==> config.mk <==
export PLATFORM = sky130hd
export DESIGN_NAME = periph_demux_tracker
export DESIGN_NICKNAME = d
export VERILOG_FILES = /design/src/rtl/periph_demux_tracker.sv
export SDC_FILE = /design/constraint.sdc
export NUM_CORES = 1
export LEC_CHECK = 0
export ABC_CLOCK_PERIOD_IN_PS = 7500
export BUFFER_PORTS_ARGS = -buffer_cell sky130_fd_sc_hd__buf_2
export CELL_PAD_IN_SITES_DETAIL_PLACEMENT = 0
export CELL_PAD_IN_SITES_GLOBAL_PLACEMENT = 2
export CORE_AREA = 2 2 221 223
export DETAILED_ROUTE_END_ITERATION = 8
export DIE_AREA = 0 0 223 225
export GPL_TIMING_DRIVEN = 0
export PLACE_DENSITY_LB_ADDON = 0.2
export SKIP_CTS_REPAIR_TIMING = 1
export SLEW_MARGIN = 20
export SYNTH_ARGS = -nofsm -noshare
export SYNTH_HDL_FRONTEND = slang
export SYNTH_SLANG_ARGS = --single-unit
==> constraint.sdc <==
create_clock -name clk_i -period 7.5 [get_ports clk_i]
set_input_delay 1.5 -clock clk_i [delete_from_list [all_inputs] [get_ports clk_i]]
set_output_delay 1.5 -clock clk_i [all_outputs]
set_load 0.005 [all_outputs]
==> src/rtl/periph_demux_tracker.sv <==
// periph_demux_tracker: routes one core-data-style master to NUM_SLV
// peripheral slaves by 2^WIN_BITS-byte address window. It tracks outstanding
// transactions so responses return in order. A new target is only accepted
// once the previous target has drained.
//
// Optional feature macro: PERIPH_DEMUX_ERR_RESP_EN
//   defined   - unmapped windows are answered by an internal error responder
//               (opc=1, rdata=0xBADACCE5) one cycle after the grant.
//   undefined - unmapped windows are routed to slave NUM_SLV-1.
//
// Ports:
//   clk_i, rst_i           clock, asynchronous active-high reset
//   m_req_i .. m_be_i      master request channel
//   m_gnt_o                same-cycle grant (combinational)
//   m_r_valid_o/rdata/opc  in-order response (combinational from slaves)
//   s_req_o                one-hot per-slave request
//   s_add_o .. s_be_o      broadcast copies of the master fields
//   s_gnt_i                per-slave grant
//   s_r_valid_i/rdata/opc  per-slave response
module periph_demux_tracker #(
  parameter int unsigned NUM_SLV         = 11,
  parameter int unsigned ADDR_WIDTH      = 32,
  parameter int unsigned DATA_WIDTH      = 32,
  parameter int unsigned WIN_BITS        = 10,
  parameter int unsigned MAX_OUTSTANDING = 4
) (
  input  logic                                clk_i,
  input  logic                                rst_i,
  input  logic                                m_req_i,
  input  logic [ADDR_WIDTH-1:0]               m_add_i,
  input  logic                                m_we_i,
  input  logic [DATA_WIDTH-1:0]               m_wdata_i,
  input  logic [DATA_WIDTH/8-1:0]             m_be_i,
  output logic                                m_gnt_o,
  output logic                                m_r_valid_o,
  output logic [DATA_WIDTH-1:0]               m_r_rdata_o,
  output logic                                m_r_opc_o,
  output logic [NUM_SLV-1:0]                  s_req_o,
  output logic [ADDR_WIDTH-1:0]               s_add_o,
  output logic                                s_we_o,
  output logic [DATA_WIDTH-1:0]               s_wdata_o,
  output logic [DATA_WIDTH/8-1:0]             s_be_o,
  input  logic [NUM_SLV-1:0]                  s_gnt_i,
  input  logic [NUM_SLV-1:0]                  s_r_valid_i,
  input  logic [NUM_SLV-1:0][DATA_WIDTH-1:0]  s_r_rdata_i,
  input  logic [NUM_SLV-1:0]                  s_r_opc_i
);

  localparam int unsigned IDX_W = ($clog2(NUM_SLV + 1) > 1) ? $clog2(NUM_SLV + 1) : 1;
  localparam int unsigned CNT_W = ($clog2(MAX_OUTSTANDING + 1) > 1) ? $clog2(MAX_OUTSTANDING + 1) : 1;

`ifdef PERIPH_DEMUX_ERR_RESP_EN
  // Error id sits just past the last real slave, so it can never alias one.
  localparam logic [IDX_W-1:0]      ERR_ID   = IDX_W'(NUM_SLV);
  localparam logic [DATA_WIDTH-1:0] ERR_DATA = DATA_WIDTH'(32'hBADACCE5);
  logic err_pend_q, err_pend_d;
`endif

  logic [CNT_W-1:0] cnt_q, cnt_d;
  logic [IDX_W-1:0] cur_tgt_q, cur_tgt_d;
  logic [IDX_W-1:0] raw_idx, tgt;
  logic             unmapped, accept, xfer;
  logic             rsp_valid, rsp_opc;
  logic [DATA_WIDTH-1:0] rsp_data;

  // Broadcast request fields; only s_req_o is steered.
  assign s_add_o   = m_add_i;
  assign s_we_o    = m_we_i;
  assign s_wdata_o = m_wdata_i;
  assign s_be_o    = m_be_i;

  // Address decode to an effective target id.
  assign raw_idx  = m_add_i[WIN_BITS +: IDX_W];
  assign unmapped = (raw_idx >= IDX_W'(NUM_SLV));
`ifdef PERIPH_DEMUX_ERR_RESP_EN
  assign tgt = unmapped ? ERR_ID : raw_idx;
`else
  assign tgt = unmapped ? IDX_W'(NUM_SLV - 1) : raw_idx;
`endif

  // Only one target may have traffic in flight, which keeps responses ordered.
  assign accept = m_req_i && (cnt_q < CNT_W'(MAX_OUTSTANDING)) &&
                  ((cnt_q == '0) || (tgt == cur_tgt_q));

  // Request steering and same-cycle grant.
  always_comb begin
    s_req_o = '0;
    m_gnt_o = 1'b0;
    if (accept) begin
`ifdef PERIPH_DEMUX_ERR_RESP_EN
      if (unmapped) m_gnt_o = 1'b1;
`endif
      for (int unsigned i = 0; i < NUM_SLV; i++) begin
        if (tgt == IDX_W'(i)) begin
          s_req_o[i] = 1'b1;
          m_gnt_o    = s_gnt_i[i];
        end
      end
    end
  end

  assign xfer = m_req_i && m_gnt_o;

  // Response mux from the current target; data/opc forced to 0 when idle.
  always_comb begin
    rsp_valid = 1'b0;
    rsp_data  = '0;
    rsp_opc   = 1'b0;
    if (cnt_q != '0) begin
`ifdef PERIPH_DEMUX_ERR_RESP_EN
      if (cur_tgt_q == ERR_ID) begin
        rsp_valid = err_pend_q;
        rsp_data  = ERR_DATA;
        rsp_opc   = 1'b1;
      end
`endif
      for (int unsigned i = 0; i < NUM_SLV; i++) begin
        if (cur_tgt_q == IDX_W'(i)) begin
          rsp_valid = s_r_valid_i[i];
          rsp_data  = s_r_rdata_i[i];
          rsp_opc   = s_r_opc_i[i];
        end
      end
    end
    m_r_valid_o = rsp_valid;
    m_r_rdata_o = rsp_valid ? rsp_data : '0;
    m_r_opc_o   = rsp_valid ? rsp_opc : 1'b0;
  end

  // Next-state: outstanding counter and current target.
  always_comb begin
    cnt_d     = cnt_q;
    cur_tgt_d = cur_tgt_q;
    if (xfer) cur_tgt_d = tgt;
    case ({xfer, rsp_valid})
      2'b10:   cnt_d = cnt_q + CNT_W'(1);
      2'b01:   cnt_d = cnt_q - CNT_W'(1);
      default: cnt_d = cnt_q;
    endcase
  end

`ifdef PERIPH_DEMUX_ERR_RESP_EN
  // At most one transfer per cycle, so a single pending bit suffices.
  assign err_pend_d = xfer && unmapped;
`endif

  always_ff @(posedge clk_i or posedge rst_i) begin
    if (rst_i) begin
      cnt_q      <= '0;
      cur_tgt_q  <= '0;
`ifdef PERIPH_DEMUX_ERR_RESP_EN
      err_pend_q <= 1'b0;
`endif
    end else begin
      cnt_q      <= cnt_d;
      cur_tgt_q  <= cur_tgt_d;
`ifdef PERIPH_DEMUX_ERR_RESP_EN
      err_pend_q <= err_pend_d;
`endif
    end
  end

`ifndef SYNTHESIS
  // Protocol monitors: responses with nothing outstanding are tolerated
  // (e.g. late answers after reset); responses from a non-current slave are not.
  always_ff @(posedge clk_i) begin
    if (!rst_i) begin
      if (cnt_q == '0) begin
        assert (s_r_valid_i == '0)
          else $warning("periph_demux_tracker: response with no outstanding transaction ignored");
      end else begin
        for (int unsigned i = 0; i < NUM_SLV; i++) begin
          if (cur_tgt_q != IDX_W'(i)) begin
            assert (!s_r_valid_i[i])
              else $error("periph_demux_tracker: r_valid from non-current slave %0d", i);
          end
        end
      end
    end
  end
`endif

endmodule
Yosys cells after proc, flatten, opt, wreduce, memory -nomap -nowiden
Cells that the tools add are included.
{"block": "word_totals", "regBits": 7, "inputBits": 457, "out_inout_bits": 115, "wordCells": 102}
{"block": "classes", "add_sub_neg": 2, "order_cmp": 2, "eq_ne": 23, "muxes": 64, "n_reduce_logical": 9}
{"cell": "32-bit 2-to-1 mux", "n": 13}
{"cell": "1-bit 2-to-1 mux", "n": 48}
{"cell": "4-bit by 3-bit equality test with 1-bit output (second input constant)", "n": 8}
{"cell": "4-bit equality test (second input constant)", "n": 6}
{"cell": "4-bit by 2-bit equality test with 1-bit output (second input constant)", "n": 4}
{"cell": "11-bit 2-to-1 mux", "n": 1}
{"cell": "4-bit by 1-bit equality test with 1-bit output (second input constant)", "n": 2}
{"cell": "4-bit zero test", "n": 2}
{"cell": "3-bit one-hot mux with 2 select lines", "n": 1}
{"cell": "4-bit equality test", "n": 1}
{"cell": "4-bit >= comparator (second input constant)", "n": 1}
{"cell": "4-bit 2-to-1 mux", "n": 1}
{"cell": "3-bit by 1-bit adder with 3-bit output (second input constant)", "n": 1}
{"cell": "1-bit logical AND", "n": 3}
{"cell": "3-bit zero test", "n": 1}
{"cell": "3-bit less-than comparator (second input constant)", "n": 1}
{"cell": "3-bit nonzero test", "n": 1}
{"cell": "3-bit by 1-bit subtractor with 3-bit output (second input constant)", "n": 1}
{"cell": "2-bit by 1-bit equality test with 1-bit output (second input constant)", "n": 1}
{"cell": "2-bit equality test (second input constant)", "n": 1}
{"cell": "2-bit nonzero test", "n": 1}
{"cell": "1-bit logical OR", "n": 1}

Depth between registers and ports, before layout
Gate-level depths: netlist of run 1.
{"block": "logic_depth", "depth_word": 18, "mapped_depth": 15, "ltp_nobuf": 12}

Worst setup path after synthesis of run 1
OpenSTA, ideal clock, no wires.
{"block": "synth_path", "kind": "input -> output", "from": "in m_add_i[11]", "to": "out m_gnt_o", "arrival_ps": 2696, "t_required_ps": 6000, "slack_ps": 3304, "stages": 8, "n_path_buf": 2, "cell_sequence": "buf_2 -> buf_2 -> nand2_1 -> nor2_1 -> a221oi_2 -> o31ai_4 -> o221ai_4 -> inv_1"}
{"block": "synth_between", "elab_chain_len": 15, "elab_cells_between_ends": 28, "cone_classes": "1 x order compare; 11 x eq/ne; 13 x mux; 3 x reduce/logical"}
{"item": "start: declaration", "line": "30", "rtl": "input logic [ADDR_WIDTH-1:0] m_add_i,"}
{"item": "4-bit >= comparator", "line": "74", "rtl": "assign unmapped = (raw_idx >= IDX_W'(NUM_SLV));"}
{"item": "4-bit 2-to-1 mux (*)", "line": "78", "rtl": "assign tgt = unmapped ? IDX_W'(NUM_SLV - 1) : raw_idx;"}
{"item": "4-bit zero test", "line": "94", "rtl": "if (tgt == IDX_W'(i)) begin"}
{"item": "1-bit 2-to-1 mux (11 in a row)", "line": "94"}
{"item": "1-bit 2-to-1 mux (*)", "line": "89", "rtl": "if (accept) begin"}
{"item": "end: declaration", "line": "34", "rtl": "output logic m_gnt_o,"}
Every way passes the cells marked *; elsewhere a longest branch is shown, timed or not.

Worst setup path after layout of run 1
{"block": "layout_path", "from": "in m_add_i[11]", "to": "out s_req_o[6]"}
{"block": "layout_between", "elab_chain_len": 6, "elab_cells_between_ends": 8, "cone_classes": "1 x order compare; 2 x eq/ne; 3 x mux; 2 x reduce/logical"}
{"item": "4-bit >= comparator", "line": "74"}
{"item": "4-bit 2-to-1 mux (*)", "line": "78"}
{"item": "4-bit equality test", "line": "83", "rtl": "((cnt_q == '0) || (tgt == cur_tgt_q));"}
{"item": "1-bit logical OR", "line": "83"}
{"item": "1-bit logical AND", "line": "82", "rtl": "assign accept = m_req_i && (cnt_q < CNT_W'(MAX_OUTSTANDING)) &&"}
{"item": "11-bit 2-to-1 mux (*)", "line": "89"}
{"item": "end: declaration", "line": "38", "rtl": "output logic [NUM_SLV-1:0] s_req_o,"}
Marks and branches as above.

==> impl_metrics.json, run 1 <==
{
  "clock_path_buffers": 2,
  "async_flop_share": 1.000,
  "cts-root-buf": "clkbuf_16",
  "die-width_um": 223,
  "fmax_mhz": 209.1,
  "io_buffers": 504,
  "worstHoldStart": "cnt_q[2]",
  "yosysWarnings": 0,
  "synth_seq_cells": 7,
  "cts-htree-levels": 1,
  "drive_above_1_share": 0.5499,
  "status": "completed",
  "rsz0062_at_grt": "false",
  "hpwl_um": 37800,
  "synth_nets": 1164,
  "crit_required_ns": 6.00,
  "worst_pin_slew_ns": 1.062,
  "yosysUniqueCellTypes": 59,
  "power_density_mw_per_mm2": 323.9,
  "cts_buffers": 3,
  "max_stage_delay_ns": 0.41,
  "seq_area_frac_synth": 0.03502,
  "critPathKind": "input port to output pin",
  "intPower_uw": 1072,
  "clkPwrFrac": 0.033,
  "crit_chain": "buf_2 -> buf_2 -> nor2_1 -> xnor2_1 -> a31oi_1 -> o32a_1 -> nor2_1 -> and3b_1 -> buf_2",
  "grt_pass1_wl_um": 60080,
  "crit_top_cell": "buf_2",
  "cp_data_arrival_time_ns": 3.28,
  "whs_endpoint": "cnt_q[2]",
  "syn_to_final_growth_pct": 67.63,
  "relSlewSlack": 0.2906,
  "initial_core_util": 0.1052,
  "placed_area_mm2": 0.008294,
  "crit_slowest_cell": "o32a_1",
  "clkLatencyLatePin_ns": 0.23,
  "min_path_type": "register to register",
  "switchingPower_uw": 1643,
  "ir_drop_v": 0.0001109,
  "first_pass_iters": 7,
  "die_area_mm2": 0.05018,
  "nets": 1673,
  "final_area_mm2": 0.008386,
  "ios": 572,
  "overflow": 0,
  "rrSetupSlack_ns": 3.94,
  "synth-main-ff-cell": "dfrtp_1",
  "fillers": 5638,
  "post_drt_via_cell_ratio": 4.081,
  "cap_violations": 0,
  "setup_viol": 0,
  "fp.dieH_um": 225,
  "grt_pass1_vias": 7920,
  "critPathMaxFanout": 10,
  "r2r_end": "cnt_q[2]",
  "total_leakage_power_uw": 0.004175,
  "synth_edf_count": 0,
  "postRouteAntennaNets": 0,
  "drt_iter0_markers": 350,
  "grtUsageTotal": 0.1696,
  "place_ws_ns": 2.664,
  "slew_violations": 0,
  "end_kind": "output pin",
  "finalHoldViolations": 0,
  "p_seq_frac": 0.031,
  "drt_wl_total_um": 44550,
  "worst_slack_ns": 2.717,
  "core_mm2": 0.04755,
  "cts_tree": "done",
  "routabilityCongestion": 0.7761,
  "grt_max_degree": 11,
  "p_comb_frac": 0.936,
  "clkTransAtPathRegs_ns": 0.03,
  "num_rows": 80,
  "synthCells": 705,
  "finalCritPeriodShare": 0.6378,
  "critPathLaunchType": "input port",
  "timing.rr.start": "cur_tgt_q[1]",
  "tns_ns": 0,
  "reg2reg_depth": 14,
  "skew_ns": 0.00008138,
  "hold_depth": 1,
  "switching_share": 0.6052,
  "drc": 0,
  "antenna_found_initial": 21,
  "drt-wirelength-per-cell_um": 24.30,
  "period_needed_ns": 4.783,
  "synth_area_mm2": 0.005002,
  "cts.sinks": 7,
  "avgSynthCellArea_um2": 7.095,
  "vias": 7480
}
[synthesized netlist by cell type (2+ instances only)]
cell type	n	area, µm²
nor2_1	36	135.1
a22o_1	3	26.28
nand2_1	69	259.0
buf_2	34	170.2
a21oi_1	76	380.4
dfrtp_1	7	175.2
nor3_2	14	140.1
clkbuf_1	20	75.07
inv_2	2	7.510
a31oi_1	4	25.02
mux2_2	2	22.52
nand2b_1	9	56.30
o21ai_1	19	95.09
mux4_2	18	405.4
a222oi_1	2	20.02
nor4_1	2	12.51
and3_1	20	125.1
and3b_1	2	17.52
o221ai_1	28	245.2
a221o_1	24	240.2
or2_1	2	12.51
nand3b_1	2	15.01
a221oi_1	4	35.03
a211oi_1	8	60.06
nor3_1	18	90.09
nor2b_1	32	200.2
inv_1	11	41.29
mux2i_1	53	530.5
nor3b_1	11	82.58
nand3_1	4	20.02
xor2_1	4	35.03
o21ai_0	34	170.2
buf_4	76	570.6
o211ai_1	21	157.7
buf_6	5	56.30
buf_1	4	15.01
and2_1	2	12.51
xnor2_1	2	17.52
[power groups by stage]
stage / clock, µW / combinational, µW / sequential (µW)
2_1_floorplan: 0 / 1490 / 76.7
3_3_place_gp: 0 / 2650 / 85.5
3_5_place_dp: 0 / 2650 / 85.1
4_1_cts: 90.3 / 2660 / 84.8
5_1_grt: 92.6 / 2810 / 89.7
6_report: 88.6 / 2540 / 84.9
[state kept, by name, summed over array words and instances, names as in the netlist]
| signal | count |
|---|---|
| cur_tgt_q | 4 |
| cnt_q | 3 |
[area by class of cell]
type | count | area, µm² | share of cell area
tap | 615 | 769.5 | 0.09176
clock buffer | 4 | 78.83 | 0.009400
antenna | 5 | 12.51 | 0.001492
inverter | 13 | 48.80 | 0.005819
multi-input combinational | 546 | 3891 | 0.4640
timing repair buffer | 504 | 2522 | 0.3008
sequential | 7 | 175.2 | 0.02089
buffer | 139 | 887.1 | 0.1058
[critical path: cells and delay by family]
| family | cells | cell delay [ns] |
|---|---|---|
| buffers and inverters | 3 | 0.44 |
| AOI/OAI and AO/OA | 2 | 0.73 |
| and+or+nand+nor | 3 | 0.53 |
| xor gates and xnor gates | 1 | 0.09 |
[how the worst max path moves through the flow]
stage,end,start,slack (ns),cells past startpoint
6_report,s_req_o[6],m_add_i[11],2.72,9
5_1_grt,s_req_o[6],m_add_i[11],2.51,9
4_1_cts,s_req_o[6],m_add_i[11],2.65,9
3_5_place_dp,s_req_o[6],m_add_i[11],2.66,9
3_3_place_gp,s_req_o[6],m_add_i[11],2.68,9
2_1_floorplan,m_gnt_o,m_add_i[11],3.30,8
[kinds of logic (layout without fill, tap and decap cells)]
group | count (synthesis) | in the layout | synth area share
buffers and inverters | 152 | 660 | 0.1871
flip-flops | 7 | 7 | 0.03502
adder cells (fa/ha/maj) | 2 | 2 | 0.006503
AO/OA/AOI/OAI | 238 | 238 | 0.3277
multiplexers | 73 | 73 | 0.1916
AND/OR/NAND/NOR | 227 | 227 | 0.2416
XOR/XNOR | 6 | 6 | 0.01051
other | 0 | 5 | 0
[cell usage in the layout (no fill, tap or decap), types with 3 or more instances in the layout]
master / instances
mux4_2: 18
o21ai_0: 34
xor2_1: 4
diode_2: 5
nor3_1: 18
a21oi_1: 76
nor3b_1: 11
o221ai_1: 28
dfrtp_1: 7
nor2_1: 36
mux2i_1: 53
clkbuf_1: 21
nand2_1: 69
nor2b_1: 32
buf_1: 4
buf_4: 76
a221oi_1: 4
nand2b_1: 9
a211oi_1: 8
a221o_1: 24
and3_1: 20
buf_6: 5
inv_1: 11
buf_2: 538
o211ai_1: 21
nand3_1: 4
a22o_1: 3
clkbuf_16: 3
o21ai_1: 19
nor3_2: 14
a31oi_1: 4
[stage by stage]
stage	total power [µW]	hold slack (ns)	instances	utilization
3_3_place_gp	2737	0.5131	1824	0.1744
5_1_grt	2991	0.5541	1831	0.1763
2_1_floorplan	1569	0.4771	705	-
4_1_cts	2834	0.5251	1828	0.1761
6_report	2716	0.5282	1833	0.1764
3_5_place_dp	2737	0.5171	1824	0.1744
[per-layer routing]
layer,up-vias,track usage,part of all wire
met5,-,0,0.0042
met4,26,0.01862,0.0078
met3,45,0.03859,0.067
met2,348,0.3157,0.51
met1,3449,0.2033,0.41
li1,3612,-,-
No activity file was read; power rests on OpenSTA's default activity.
==> inputs of run 2 (changes only) <==
--- a/config.mk
+++ b/config.mk
@@ -5,13 +5,13 @@
 export SDC_FILE = /design/constraint.sdc
 export NUM_CORES = 1
 export LEC_CHECK = 0
-export ABC_CLOCK_PERIOD_IN_PS = 7500
+export ABC_CLOCK_PERIOD_IN_PS = 4430
 export BUFFER_PORTS_ARGS = -buffer_cell sky130_fd_sc_hd__buf_2
 export CELL_PAD_IN_SITES_DETAIL_PLACEMENT = 0
 export CELL_PAD_IN_SITES_GLOBAL_PLACEMENT = 2
-export CORE_AREA = 2 2 221 223
+export CORE_AREA = 2 2 222 224
 export DETAILED_ROUTE_END_ITERATION = 8
-export DIE_AREA = 0 0 223 225
+export DIE_AREA = 0 0 224 226
 export GPL_TIMING_DRIVEN = 0
 export PLACE_DENSITY_LB_ADDON = 0.2
 export SKIP_CTS_REPAIR_TIMING = 1
==> constraint.sdc (replaced) <==
create_clock -name clk_i -period 4.43 [get_ports clk_i]
set_input_delay 0.886 -clock clk_i [delete_from_list [all_inputs] [get_ports clk_i]]
set_output_delay 0.886 -clock clk_i [all_outputs]
set_load 0.005 [all_outputs]
==> impl_metrics.json, run 2 (same netlist as run 1, synthesis figures left out) <==
{
  "worst_pin_slew_ns": 1.135,
  "clkPwrFrac": 0.032,
  "fillers": 5708,
  "total_leakage_power_uw": 0.004175,
  "cts.sinks": 7,
  "post_drt_via_cell_ratio": 4.055,
  "clkLatencyLatePin_ns": 0.23,
  "cp_data_arrival_time_ns": 3.14,
  "vias": 7473,
  "initial_core_util": 0.1035,
  "drt_wl_total_um": 45060,
  "finalHoldViolations": 0,
  "p_comb_frac": 0.936,
  "antenna_found_initial": 23,
  "final_cell_mix": "buf_2, buf_4, a21oi_1",
  "core_mm2": 0.04834,
  "worst_slack_ns": 0.4050,
  "end_kind": "output pin",
  "first_pass_iters": 4,
  "skew_ns": 0.0001893,
  "hpwl_um": 38360,
  "reg2reg_depth": 14,
  "routabilityCongestion": 0.7988,
  "grtUsageTotal": 0.1692,
  "die-width_um": 224,
  "place_ws_ns": 0.5475,
  "cts_tree": "done",
  "drive_above_1_share": 0.5499,
  "crit_slowest_cell": "nor3b_1",
  "nets": 1673,
  "fmax_mhz": 248.5,
  "critPathMaxFanout": 10,
  "cts-htree-levels": 1,
  "largestRegisters": "cur_tgt_q x4, cnt_q x3",
  "cts-root-buf": "clkbuf_16",
  "switchingPower_uw": 2789,
  "crit_buf_inv": 3,
  "syn_to_final_growth_pct": 67.96,
  "cp_top_family": "simple AND/OR/NAND/NOR gates",
  "fp.dieH_um": 226,
  "period_needed_ns": 4.025,
  "crit_cells": 9,
  "tns_ns": 0,
  "crit_top_cell": "buf_6",
  "postRouteAntennaNets": 0,
  "power_density_mw_per_mm2": 548.0,
  "intPower_uw": 1816,
  "mostFrequentLayoutCell": "buf_2",
  "clock_path_buffers": 2,
  "r2r_end": "cnt_q[2]",
  "rrSetupSlack_ns": 0.83,
  "status": "completed",
  "largest_register_ffs": 4,
  "clkTransAtPathRegs_ns": 0.03,
  "ir_drop_v": 0.0001638,
  "max_flop_register": "cur_tgt_q",
  "finalCritPeriodShare": 0.9086,
  "slew_violations": 0,
  "grt_pass1_wl_um": 59920,
  "switching_share": 0.6057,
  "cts_buffers": 3,
  "p_seq_frac": 0.032,
  "io_buffers": 504,
  "drt_iter0_markers": 236,
  "grt_max_degree": 11,
  "crit_required_ns": 3.54,
  "drc": 0,
  "timing.rr.start": "cur_tgt_q[1]",
  "grt_pass1_vias": 7844,
  "drt-wirelength-per-cell_um": 24.45,
  "hold_depth": 1,
  "num_rows": 81,
  "setup_viol": 0,
  "crit_chain": "buf_6 -> nor3b_1 -> o21ai_1 -> o221ai_2 -> a21oi_2 -> nand2_2 -> buf_6 -> a211oi_1 -> buf_2",
  "cap_violations": 0,
  "critical_path.startpoint": "cur_tgt_q[1]",
  "overflow": 0,
  "die_area_mm2": 0.05062,
  "multi_input_area_mm2": 0.003891,
  "min_path_type": "register to register",
  "critPathLaunchType": "register",
  "hold_ws_ns": 0.5155,
  "critPathKind": "register to output pin",
  "endpoint": "m_r_rdata_o[14]",
  "relSlewSlack": 0.2417,
  "ios": 572,
  "max_stage_delay_ns": 0.91,
  "rsz0062_at_grt": "false",
  "ff_latch_area_um2": 175.2
}
[run 2: through the flow]
| step | util | instances | cell area [µm²] | power [µW] |
|---|---|---|---|---|
| after floorplan | - | 705 | 5002 | 2656 |
| after global placement | 0.1718 | 1831 | 8303 | 4640 |
| after detailed placement | 0.1718 | 1831 | 8303 | 4636 |
| after CTS | 0.1734 | 1835 | 8382 | 4802 |
| after global routing | 0.1735 | 1838 | 8389 | 5064 |
| final | 0.1738 | 1843 | 8402 | 4604 |
[run 2: how the worst min path moves through the flow]
stage / startpoint / to / slack, ns
floorplan: cnt_q[2] / cnt_q[2] / 0.48
global placement: cnt_q[2] / cnt_q[2] / 0.52
detailed placement: cnt_q[2] / cnt_q[2] / 0.52
CTS: cnt_q[2] / cnt_q[2] / 0.52
global route: cnt_q[2] / cnt_q[2] / 0.55
finish: cnt_q[2] / cnt_q[2] / 0.52
[run 2: cell type report]
| class | instances | area share |
|---|---|---|
| Tap cell | 622 | 0.09263 |
| Buffer | 139 | 0.1056 |
| Inverter | 13 | 0.005808 |
| Sequential cell | 7 | 0.02085 |
| Antenna cell | 8 | 0.002383 |
| Multi-Input combinational cell | 546 | 0.4631 |
| Timing Repair Buffer | 504 | 0.3002 |
| Clock buffer | 4 | 0.009382 |
[run 2: power groups by stage]
stage | clock [µW] | sequential [µW] | combinational (µW)
6_report | 149 | 146 | 4310
5_1_grt | 156 | 153 | 4750
4_1_cts | 152 | 145 | 4510
3_5_place_dp | 0 | 146 | 4490
3_3_place_gp | 0 | 145 | 4490
2_1_floorplan | 0 | 130 | 2530
[run 2: per-layer routing]
metal,global-route usage,share of wire
met1,0.1908,0.39
met2,0.3214,0.52
met3,0.04840,0.075
met4,0.02043,0.0091
met5,0,0.0038
==> inputs of run 3 (changes only) <==
--- a/config.mk
+++ b/config.mk
@@ -5,13 +5,14 @@
 export SDC_FILE = /design/constraint.sdc
 export NUM_CORES = 1
 export LEC_CHECK = 0
+export ABC_AREA = 1
 export ABC_CLOCK_PERIOD_IN_PS = 4430
 export BUFFER_PORTS_ARGS = -buffer_cell sky130_fd_sc_hd__buf_2
 export CELL_PAD_IN_SITES_DETAIL_PLACEMENT = 0
 export CELL_PAD_IN_SITES_GLOBAL_PLACEMENT = 2
-export CORE_AREA = 2 2 222 224
+export CORE_AREA = 2 2 221 223
 export DETAILED_ROUTE_END_ITERATION = 8
-export DIE_AREA = 0 0 224 226
+export DIE_AREA = 0 0 223 225
 export GPL_TIMING_DRIVEN = 0
 export PLACE_DENSITY_LB_ADDON = 0.2
 export SKIP_CTS_REPAIR_TIMING = 1
==> impl_metrics.json, run 3 <==
{
  "status": "completed",
  "fmax_mhz": 244.3,
  "relSlewSlack": 0.3267,
  "synth_area_mm2": 0.004234,
  "final_area_mm2": 0.007624,
  "drive_above_1_share": 0.4703,
  "yosysMostFrequentCell": "nand2_1",
  "cts.sinks": 7,
  "synth_area_leaders": "nand2_1, nand3_1, buf_4, nand4_1, nor2_1",
  "synth_top_area_cell": "nand2_1",
  "critPathLaunchType": "register",
  "clkLatencyLatePin_ns": 0.23,
  "p_seq_frac": 0.030,
  "clock_path_buffers": 2,
  "syn_to_final_growth_pct": 80.05,
  "drt-wirelength-per-cell_um": 20.78,
  "skew_ns": 0.001618,
  "async_flop_share": 1.000,
  "critPathKind": "register to output pin",
  "routabilityCongestion": 0.8061,
  "cts-htree-levels": 1,
  "drt_iter0_markers": 296,
  "avgSynthCellArea_um2": 5.047,
  "dp_cells": 1959,
  "io_buffers": 505,
  "yosys-top-cells-count": "nand2_1, nand3_1, nor2_1",
  "grtUsageTotal": 0.1515,
  "first_pass_iters": 4,
  "synth_seq_cells": 7,
  "intPower_uw": 1512,
  "worst_pin_slew_ns": 1.004,
  "synth_nets": 1298,
  "synth-main-ff-cell": "dfrtp_1",
  "max_stage_delay_ns": 0.54,
  "finish.utilization": 0.1603,
  "seq_area_frac_synth": 0.04137,
  "switching_share": 0.6372,
  "tns_ns": 0,
  "overflow": 0,
  "die-width_um": 223,
  "largestRegisters": "cur_tgt_q x4, cnt_q x3",
  "rsz0062_at_grt": "false",
  "ios": 572,
  "finalCritPeriodShare": 0.9239,
  "min_path_type": "register to register",
  "postRouteAntennaNets": 0,
  "total_leakage_power_uw": 0.004123,
  "mostFrequentLayoutCell": "buf_2",
  "crit_slowest_cell": "clkinv_1",
  "power_uw": 4167,
  "period_needed_ns": 4.093,
  "grt_max_degree": 11,
  "vias": 7495,
  "grt_pass1_wl_um": 55060,
  "clkTransAtPathRegs_ns": 0.04,
  "cap_violations": 0,
  "crit_chain": "buf_4 -> inv_2 -> nor2_4 -> nand2_2 -> clkinv_1 -> a21oi_1 -> nand4_1 -> nand2_2 -> buf_4 -> nor2_1 -> buf_2",
  "max_flop_register": "cur_tgt_q",
  "die_area_mm2": 0.05018,
  "ir_drop_v": 0.0001492,
  "critPathMaxFanout": 10,
  "nets": 1808,
  "antenna_found_initial": 9,
  "final_cell_mix": "buf_2, nand2_1, nand3_1",
  "grt_pass1_vias": 7718,
  "num_rows": 80,
  "synth_edf_count": 0,
  "p_comb_frac": 0.934,
  "core_mm2": 0.04755,
  "initial_core_util": 0.08905,
  "hpwl_um": 35700,
  "setup_viol": 0,
  "slew_violations": 0,
  "cts_buffers": 3,
  "placed_area_mm2": 0.007537,
  "drc": 0,
  "crit_required_ns": 3.54,
  "final_cells": 1966,
  "synth_top_area_frac": 0.2261,
  "fp.dieH_um": 225,
  "cts_tree": "done",
  "cts-root-buf": "clkbuf_16",
  "power_density_mw_per_mm2": 546.5,
  "synthCells": 839,
  "largest_register_ffs": 4,
  "end_kind": "output pin",
  "yosysWarnings": 0,
  "finalHoldViolations": 0,
  "cp_data_arrival_time_ns": 3.21,
  "drt_wl_total_um": 40850,
  "yosysUniqueCellTypes": 37,
  "switchingPower_uw": 2655,
  "clkPwrFrac": 0.036,
  "post_drt_via_cell_ratio": 3.812
}
## run 3: changes by cell type after synthesis, moves of 20 or more
cell / change
a221o_1: -24
o221ai_1: -28
nor2_1: +56
nand2_1: +186
o211ai_1: -21
nand3_1: +112
nor2b_1: -32
nand4_1: +67
mux2i_1: -53
inv_1: +40
a21oi_1: -40
and3_1: -20
## run 3: cell type report
cell class | count | area, µm²
Sequential cell | 7 | 175.2
Fill cell | 5779 | 39920
Inverter | 60 | 230.2
Multi-Input combinational cell | 652 | 3057
Tap cell | 615 | 769.5
Timing Repair Buffer | 505 | 2527
Buffer | 120 | 778.2
Clock buffer | 4 | 78.83
Antenna cell | 3 | 7.507
## run 3: kinds of logic (layout without fill, tap and decap cells)
logic type                 count (synthesis)  after routing  share of synthesized area
and+or+nand+nor                          559            559                     0.5946
buffers and inverters                    180            689                     0.2382
AOI/OAI and AO/OA                         87             87                     0.1099
DFF                                        7              7                    0.04137
xor gates and xnor gates                   4              4                   0.008276
adders and majority gates                  2              2                   0.007683
other                                      0              3                          0
## run 3: power groups by stage
stage / clock [µW] / sequential [µW] / combinational, µW
finish: 152 / 123 / 3890
global route: 157 / 129 / 4410
CTS: 153 / 123 / 4100
detailed placement: 0 / 123 / 4090
global placement: 0 / 123 / 4100
floorplan: 0 / 117 / 2130
## run 3: worst max-delay path: cells and delay by family (launching register included)
| family | cells | cell delay [ns] |
|---|---|---|
| AOI/OAI and AO/OA | 1 | 0.49 |
| DFF | 1 | 0.35 |
| and+or+nand+nor | 5 | 0.85 |
| buffers and inverters | 5 | 1.28 |
## run 3: final timing paths
path / slack [ns] / to / startpoint / cells past startpoint
max in group asynchronous: 3.63 / cur_tgt_q[3] / rst_i / 2
min: 0.48 / cnt_q[0] / cnt_q[0] / 1
min in group asynchronous: 0.58 / cnt_q[2] / rst_i / 2
max reg2reg: 0.68 / cnt_q[1] / cur_tgt_q[2] / 14
min reg2reg: 0.48 / cnt_q[0] / cnt_q[0] / 1
max: 0.34 / m_r_rdata_o[27] / cur_tgt_q[2] / 11
## run 3: stage by stage
| step | hold WS, ns | setup slack [ns] |
|---|---|---|
| final | 0.4810 | 0.3370 |
| after global routing | 0.5116 | 0.02737 |
| after CTS | 0.4811 | 0.1192 |
| after detailed placement | 0.4761 | 0.3615 |
| after global placement | 0.4657 | 0.3790 |
| after floorplan | 0.4465 | 1.433 |
## run 3: metal layers
layer,wire [µm],track usage,share of wire
met1,16130,0.1736,0.39
met2,21830,0.2991,0.53
met3,2689,0.03090,0.066
met4,169,0.007794,0.0041
met5,36,0,0.00088
